`config.mk`:
```
export PLATFORM = sky130hd
export DESIGN_NAME = regfile_mp
export DESIGN_NICKNAME = d
export VERILOG_FILES = /design/src/rtl/regfile_pkg.sv /design/src/rtl/regfile_scoreboard.sv /design/src/rtl/regfile_mp.sv
export SDC_FILE = /design/constraint.sdc
export NUM_CORES = 2
export LEC_CHECK = 0
export CORE_ASPECT_RATIO = 1.1
export CORE_MARGIN = 2
export CORE_UTILIZATION = 45
export DETAILED_ROUTE_END_ITERATION = 7
export GPL_TIMING_DRIVEN = 0
export PLACE_DENSITY = 0.64
export SYNTH_ARGS = -nofsm -noshare
export SYNTH_HDL_FRONTEND = slang
export SYNTH_SLANG_ARGS = --single-unit
export TNS_END_PERCENT = 30
```
`constraint.sdc`:
```
create_clock -name clk -period 4.4 [get_ports clk]
set_input_delay 0.66 -clock clk [delete_from_list [all_inputs] [get_ports clk]]
set_output_delay 0.66 -clock clk [all_outputs]
set_load 0.05 [all_outputs]
```
`src/rtl/regfile_pkg.sv`:
```
// Shared types and helpers for the multi-port register file.
// Holds the soft-clear state encoding and the depth derivation.
package regfile_pkg;

  typedef enum logic {
    ST_IDLE,
    ST_SWEEP
  } state_t;

  function automatic int depth_of(input int aw);
    return 1 << aw;
  endfunction

endpackage

```
`src/rtl/regfile_scoreboard.sv`:
```
// Pending-write scoreboard: one busy bit per register.
// Set beats clear on the same address; flush empties the whole vector.
module regfile_scoreboard
  import regfile_pkg::*;
#(
  parameter int ADDR_W = 5,
  parameter int DEPTH  = 32,
  parameter bit ZR     = 1'b1
) (
  input  logic              clk,
  input  logic              clr_n,
  input  logic              flush,
  input  logic              set,
  input  logic [ADDR_W-1:0] set_addr,
  input  logic [DEPTH-1:0]  clr_vec,
  output logic [DEPTH-1:0]  busy
);

  logic [DEPTH-1:0] nxt;

  // next busy vector: clear written entries, then apply set and flush
  always_comb begin
    nxt = busy & ~clr_vec;
    if (set) nxt[set_addr] = 1'b1;
    if (flush) nxt = '0;
    if (ZR) nxt[0] = 1'b0;
  end

  // busy vector register
  always_ff @(posedge clk) begin
    if (!clr_n) busy <= '0;
    else        busy <= nxt;
  end

endmodule

```
`src/rtl/regfile_mp.sv`:
```
// Multi-port GPR file with write bypass, scoreboard,
// sequenced soft clear and a registered commit trace.
module regfile_mp
  import regfile_pkg::*;
#(
  parameter int DATA_W   = 32,
  parameter int ADDR_W   = 5,
  parameter int NRD      = 2,
  parameter int NWR      = 1,
  parameter int ZERO_REG = 1
) (
  input  logic                  clk,
  input  logic                  clr_n,
  input  logic [NRD*ADDR_W-1:0] rd_addr,
  output logic [NRD*DATA_W-1:0] rd_data,
  output logic [NRD-1:0]        rd_busy,
  input  logic [NWR-1:0]        we,
  input  logic [NWR*ADDR_W-1:0] wa,
  input  logic [NWR*DATA_W-1:0] wd,
  input  logic                  sb_set,
  input  logic [ADDR_W-1:0]     sb_addr,
  input  logic                  clr_req,
  output logic                  clr_busy,
  output logic [NWR-1:0]        trace_valid,
  output logic [NWR*ADDR_W-1:0] trace_addr,
  output logic [NWR*DATA_W-1:0] trace_data
);

  localparam int DEPTH = depth_of(ADDR_W);
  localparam bit ZR = (ZERO_REG != 0);
  localparam logic [ADDR_W-1:0] LAST  = ADDR_W'(DEPTH - 1);
  localparam logic [ADDR_W-1:0] FIRST = ADDR_W'(ZR);

  logic [DATA_W-1:0] mem [DEPTH];
  state_t            state, state_nxt;
  logic [ADDR_W-1:0] cnt, cnt_nxt;
  logic [NWR-1:0]    eff;
  logic [DEPTH-1:0]  clr_vec;
  logic [DEPTH-1:0]  sb_bits;
  logic              flush;

  // effective writes: idle only, never to the hardwired zero entry
  always_comb begin
    eff = '0;
    clr_vec = '0;
    for (int k = 0; k < NWR; k++) begin
      eff[k] = we[k] && (state == ST_IDLE) &&
               (!ZR || wa[k*ADDR_W +: ADDR_W] != '0);
      if (eff[k]) clr_vec[wa[k*ADDR_W +: ADDR_W]] = 1'b1;
    end
  end

  // soft-clear sequencer next state and sweep counter
  always_comb begin
    state_nxt = state;
    cnt_nxt   = cnt;
    flush     = 1'b0;
    unique case (state)
      ST_IDLE: begin
        if (clr_req) begin
          state_nxt = ST_SWEEP;
          cnt_nxt   = FIRST;
          flush     = 1'b1;
        end
      end
      ST_SWEEP: begin
        cnt_nxt = cnt + 1'b1;
        if (cnt == LAST) state_nxt = ST_IDLE;
      end
      default: state_nxt = ST_IDLE;
    endcase
  end

  // state and counter registers
  always_ff @(posedge clk) begin
    if (!clr_n) begin
      state <= ST_IDLE;
      cnt   <= '0;
    end else begin
      state <= state_nxt;
      cnt   <= cnt_nxt;
    end
  end

  assign clr_busy = (state == ST_SWEEP);

  // array update: sweep zeroes one entry, else highest port wins
  always_ff @(posedge clk) begin
    if (!clr_n) begin
      for (int j = 0; j < DEPTH; j++) mem[j] <= '0;
    end else if (state == ST_SWEEP) begin
      mem[cnt] <= '0;
    end else begin
      for (int k = 0; k < NWR; k++)
        if (eff[k])
          mem[wa[k*ADDR_W +: ADDR_W]] <= wd[k*DATA_W +: DATA_W];
    end
  end

  // read ports with same-cycle write bypass
  always_comb begin
    rd_data = '0;
    rd_busy = '0;
    for (int i = 0; i < NRD; i++) begin
      rd_data[i*DATA_W +: DATA_W] = mem[rd_addr[i*ADDR_W +: ADDR_W]];
      for (int k = 0; k < NWR; k++)
        if (eff[k] && wa[k*ADDR_W +: ADDR_W] == rd_addr[i*ADDR_W +: ADDR_W])
          rd_data[i*DATA_W +: DATA_W] = wd[k*DATA_W +: DATA_W];
      if (ZR && rd_addr[i*ADDR_W +: ADDR_W] == '0)
        rd_data[i*DATA_W +: DATA_W] = '0;
      rd_busy[i] = sb_bits[rd_addr[i*ADDR_W +: ADDR_W]];
    end
  end

  // commit trace, one record per effective port
  always_ff @(posedge clk) begin
    if (!clr_n) begin
      trace_valid <= '0;
      trace_addr  <= '0;
      trace_data  <= '0;
    end else begin
      trace_valid <= eff;
      for (int k = 0; k < NWR; k++)
        if (eff[k]) begin
          trace_addr[k*ADDR_W +: ADDR_W] <= wa[k*ADDR_W +: ADDR_W];
          trace_data[k*DATA_W +: DATA_W] <= wd[k*DATA_W +: DATA_W];
        end
    end
  end

  regfile_scoreboard #(
    .ADDR_W (ADDR_W),
    .DEPTH  (DEPTH),
    .ZR     (ZR)
  ) u_sb (
    .clk      (clk),
    .clr_n    (clr_n),
    .flush    (flush),
    .set      (sb_set && state == ST_IDLE),
    .set_addr (sb_addr),
    .clr_vec  (clr_vec),
    .busy     (sb_bits)
  );

endmodule

```
Word level (Yosys, flattened, before mapping)

Memory sizes are Yosys's and may differ from the RTL's.
Index checks and enable logic that the tools add are counted.

Add/subtract/negate cells: 1
$lt $le $gt $ge: 6
Eq/ne operators: 4
Muxes and demuxes: 34
Bitwise logic cells: 5
Reduce and logical (&&, ||, !) cells: 13

Operators with widths:

| cell                  | count |
|---|---|
| $mux W32              | 8 |
| $reduce_or A32 Y1     | 2 |
| $and A32 B32 Y32      | 1 |
| $not A32 Y32          | 1 |
| $or A32 B32 Y32       | 1 |
| $lt A5 B6 Y1 const B  | 4 |
| $mux W1               | 17 |
| $mux W5               | 3 |
| $bmux W1 S5           | 2 |
| $demux W1 S5          | 2 |
| $eq A5 B5 Y1          | 2 |
| $ge A5 B1 Y1 const B  | 2 |
| $logic_not A5 Y1      | 2 |
| $pmux W5 S2           | 1 |
| $logic_and A1 B1 Y1   | 7 |
| $add A5 B1 Y5 const B | 1 |
| $eq A5 B5 Y1 const B  | 1 |
| $reduce_bool A5 Y1    | 1 |
| $ne A2 B2 Y1 const B  | 1 |
| $not A1 Y1            | 2 |
| $pmux W1 S2           | 1 |
| $reduce_or A2 Y1      | 1 |

Bits in registers: 76
Memory bits (writable): 1024
Input port bits: 57
Output and inout bits: 105
Word-level logic and storage cells: 71
Memories: 1

Memory list:

| memory | depth | bits a word | read ports | clocked after memory_dff | write ports | line             | RTL |
|---|---|---|---|---|---|---|---|
| mem    | 32    | 32          | 2          | 0                        | 32          | regfile_mp.sv:34 | `logic [DATA_W-1:0] mem [DEPTH];` |

Depth between registers and ports, before layout

Depth in word-level cells: 9
Mapped depth: 11
Depth with buffers taken out: 7

Hierarchy

From an unflattened synthesis, not the netlist that was laid out.

Cell total of the unflattened synthesis: 4394
Area, all modules: 56460.4 um^2

By module, submodules not included:

| module             | instances | cells an instance | area an instance (um^2) | sequential area each (um^2) |
|---|---|---|---|---|
| regfile_mp         | 1         | 4249              | 55219.2                 | 31630.3 |
| regfile_scoreboard | 1         | 145               | 1241.2                  | 620.6 |

Worst setup path before layout

No wires, ideal clock.

Path type: input port to output port
Start: input port wa[4]
End: output port rd_data[13]
Arrival time: 3.245 ns
Data required time: 3.740 ns
Slack: 0.495 ns
Stages: 7
Buffers on the path: 2
Cells stage by stage: buf_2 > nor3_2 > a21o_1 > nor4_1 > clkbuf_1 > nor3_1 > nor3_1

Word-level cells in the longest chain between the ends: 5
Elaborated cells on any way between the ends: 6
Those cells by class: 1 x eq/ne; 2 x mux; 3 x reduce/logical

RTL lines:

| what                  | line              | RTL |
|---|---|---|
| start: declaration    | regfile_mp.sv:18  | `input logic [NWR*ADDR_W-1:0] wa,` |
| $reduce_bool A5 Y1    | regfile_mp.sv:48  | `(!ZR \|\| wa[k*ADDR_W +: ADDR_W] != '0);` |
| $logic_and A1 B1 Y1   | regfile_mp.sv:47  | `eff[k] = we[k] && (state == ST_IDLE) &&` |
| $logic_and A1 B1 Y1 * | regfile_mp.sv:107 | `if (eff[k] && wa[k*ADDR_W +: ADDR_W] == rd_addr[i*ADDR_W +: ADDR_W])` |
| $mux W32 *            | regfile_mp.sv:107 |  |
| $mux W32 *            | regfile_mp.sv:109 | `if (ZR && rd_addr[i*ADDR_W +: ADDR_W] == '0)` |
| end: declaration      | regfile_mp.sv:15  | `output logic [NRD*DATA_W-1:0] rd_data,` |

Every way passes the cells marked *; elsewhere a longest branch is shown, timed or not.

==> impl_metrics.json <==
{
  "fin_worst_skew_ns": 0.0497,
  "postRouteAntennaNets": 0,
  "core_area_um2": 125000,
  "io_buffers": 151,
  "min_from": "sb_addr[2]",
  "cp_slowest_stage_delay_ns": 1.18,
  "grt_antenna_before_repair": 41,
  "setup_viol": 326,
  "preCtsSetupSlack_ns": -2.89,
  "rows": 136,
  "synthTopCellsByArea": "edfxtp_1, mux4_2, nor2_1",
  "avgSynthCellArea_um2": 12.8,
  "synth-compound-area-share": 0.0663,
  "setup-tns-final_ns": -33.40,
  "cts-root-buf": "clkbuf_16",
  "max-slew-margin-rel": -0.172,
  "die_x_um": 342,
  "htreeDepth": 3,
  "synth_fa_ha_area_frac": 0.000444,
  "ios": 162,
  "via_count": 49700,
  "yosysTopAreaCell": "edfxtp_1",
  "cpMaxStageDelayCell": "clkbuf_1",
  "clock_path_buffers": 3,
  "ys_types": 71,
  "syn_to_final_growth_pct": 20.4,
  "min_period_ns": 4.73,
  "grt_max_degree": 33,
  "clock_latency_ns": 0.78,
  "cp_top_family": "buffers and inverters",
  "synthesis.area_um2": 56400,
  "nets": 4842,
  "min_path_type": "in2reg",
  "initial_core_util": 0.452,
  "die_area_um2": 128000,
  "worst_setup_hold_path_clk_slew_ns": 0.06,
  "seq_area_frac_synth": 0.572,
  "slew_viol_final": 90,
  "synth.most_common_cell": "nor2_1",
  "ff2ff_setup_slack_ns": -0.25,
  "cts.sinks": 1099,
  "whs_ns": 0.408,
  "synth_top_family_by_area": "multiplexers",
  "drv_cap": 9,
  "yosys-top-cells-count": "nor2_1, edfxtp_1, mux4_2",
  "drt_iter0_drc": 10800,
  "wl_um": 353000,
  "tightestPinTransition_ns": 1.76,
  "ys.flop_type": "edfxtp_1",
  "synthSimpleGateAreaFrac": 0.118,
  "rsz0062_at_grt": "yes",
  "drive_gt1_frac": 0.252,
  "synth_top_cell_area_share": 0.545,
  "path_cells": "clkdlybuf4s50_1 > nor2_2 > a211o_1 > buf_4 > inv_2 > clkbuf_1 > nand2_1 > clkbuf_1 > nor2_1",
  "synth-edff-count": 1024,
  "finalCritPeriodShare": 1.07,
  "ys_ff_latch": 1099,
  "critPathLaunch": "wa[1]",
  "dr.pass1.iters": 7,
  "dp_hpwl_um": 255000,
  "start_kind": "input pin",
  "crit_type": "in2reg",
  "track_usage": 0.545,
  "yosys_warnings": 0,
  "hold_viol": 0,
  "crit_top_cell": "clkbuf_1",
  "overflow": 0,
  "cp.arrival_ns": 5.33,
  "critical_path_buf_inv_count": 5,
  "violations": "DRC, capacitance limit, slew limit, setup timing",
  "status": "finished, violations left",
  "dp_cells": 6294,
  "crit_path_end_kind": "register",
  "syn_inst": 4414,
  "via_per_inst": 7.57,
  "p_leak_nw": 23.3,
  "wire_per_inst_um": 53.7,
  "numCtsBuffers": 120,
  "first_global_vias": 44700,
  "die_y_um": 375,
  "gp_congestion": 1.11,
  "max_freq_mhz": 212,
  "synth_xor_area_frac": 0.00171,
  "synth_async_sr_flop_share": 0,
  "synthMuxAreaShare": 0.208,
  "final_core_utilization": 0.544,
  "path_max_fanout": 10,
  "cts_tree": "built",
  "power_density_nw_per_um2": 405,
  "r2r_start": "clr_busy",
  "cp.required_ns": 5.00,
  "worst_slack_ns": -0.326,
  "fin_cells": 6568,
  "ir_drop_mv": 0.337,
  "route.detailed.drc": 16,
  "grt_pass1_wl_um": 446000
}
==> path summary, 6_finish.rpt <==
kind / end / cells after the start
worst max register to register: mem[11][14] / 8
worst max-delay path: mem[11][14] / 9
worst min register to register: trace_data[5] / 2
worst min-delay path: u_sb.busy[12] / 5
==> layout by cell type (no fill, tap or decap), types with 57 or more instances in the layout <==
master	synthesis	layout
a21oi_1	74	57
buf_2	110	61
buf_4	28	64
clkbuf_1	255	170
clkbuf_16	0	128
clkdlybuf4s50_1	0	86
dfxtp_1	75	75
edfxtp_1	1024	1024
mux2i_1	265	249
mux4_2	385	385
nand2_1	317	277
nand3_1	61	61
nor2_1	1122	1097
==> tightest hold or removal path, delay by kind of cell <==
family                 cells  cell delay (ns)
buffers and inverters      1             0.18
and+or+nand+nor            3             0.26
AOI/OAI and AO/OA          1             0.05
==> metal layers <==
metal | vias to the layer above | global-route usage | share of wire | routed length [um]
met1 | 25100 | 0.659 | 0.33 | 117000
met2 | 5703 | 0.709 | 0.38 | 136000
met3 | 1390 | 0.305 | 0.18 | 64800
met5 | - | 0.00795 | 0.00086 | 302
li1 | 17500 | - | - | -
met4 | 23 | 0.420 | 0.099 | 35000
==> layout make-up <==
cell class | count | area [um^2]
clock buffers | 160 | 3320
inverters | 10 | 46.3
plain buffers | 428 | 2940
diodes | 26 | 65.1
multi-input cells | 2903 | 24000
well taps | 1656 | 2070
flip-flops and latches | 1099 | 32300
fillers | 10500 | 56900
repair buffers | 221 | 2520
clock inverters | 65 | 646
==> logic make-up after synthesis <==
logic type                 Yosys count
and+or+nand+nor                   1655
buffers and inverters              443
adders and majority gates            2
xor gates and xnor gates            11
other                                1
AOI/OAI and AO/OA                  518
muxes                              685
DFF                               1099
==> power by group <==
part           total [W]  internal, W  switching [W]
clock             0.0105      0.00582        0.00469
combinational    0.00496      0.00138        0.00358
sequential        0.0120       0.0118       0.000219
==> per-stage QoR <==
step | power, W | instance area, um^2
2_1_floorplan | 0.0142 | 56500
3_3_place_gp | 0.0164 | 60100
3_5_place_dp | 0.0165 | 61000
4_1_cts | 0.0269 | 67600
5_1_grt | 0.0275 | 67800
6_report | 0.0275 | 67900
==> sequential cells by signal, summed over array words and instances (netlist names) <==
name / count
trace_data: 32
trace_addr: 5
trace_valid: 1
cnt: 5
mem: 1024
clr_busy: 1
u_sb.busy: 31
==> what timing repair did <==
action                                  CTS  global route
buffers inserted                         22             4
resized for setup                       818            84
endpoints found under the setup margin  641           123
hold buffers                              0             0
pin swaps                                33            19
hold endpoints to repair                  0             0
cloned                                    1             0
Power figures use the tool's default switching activity.
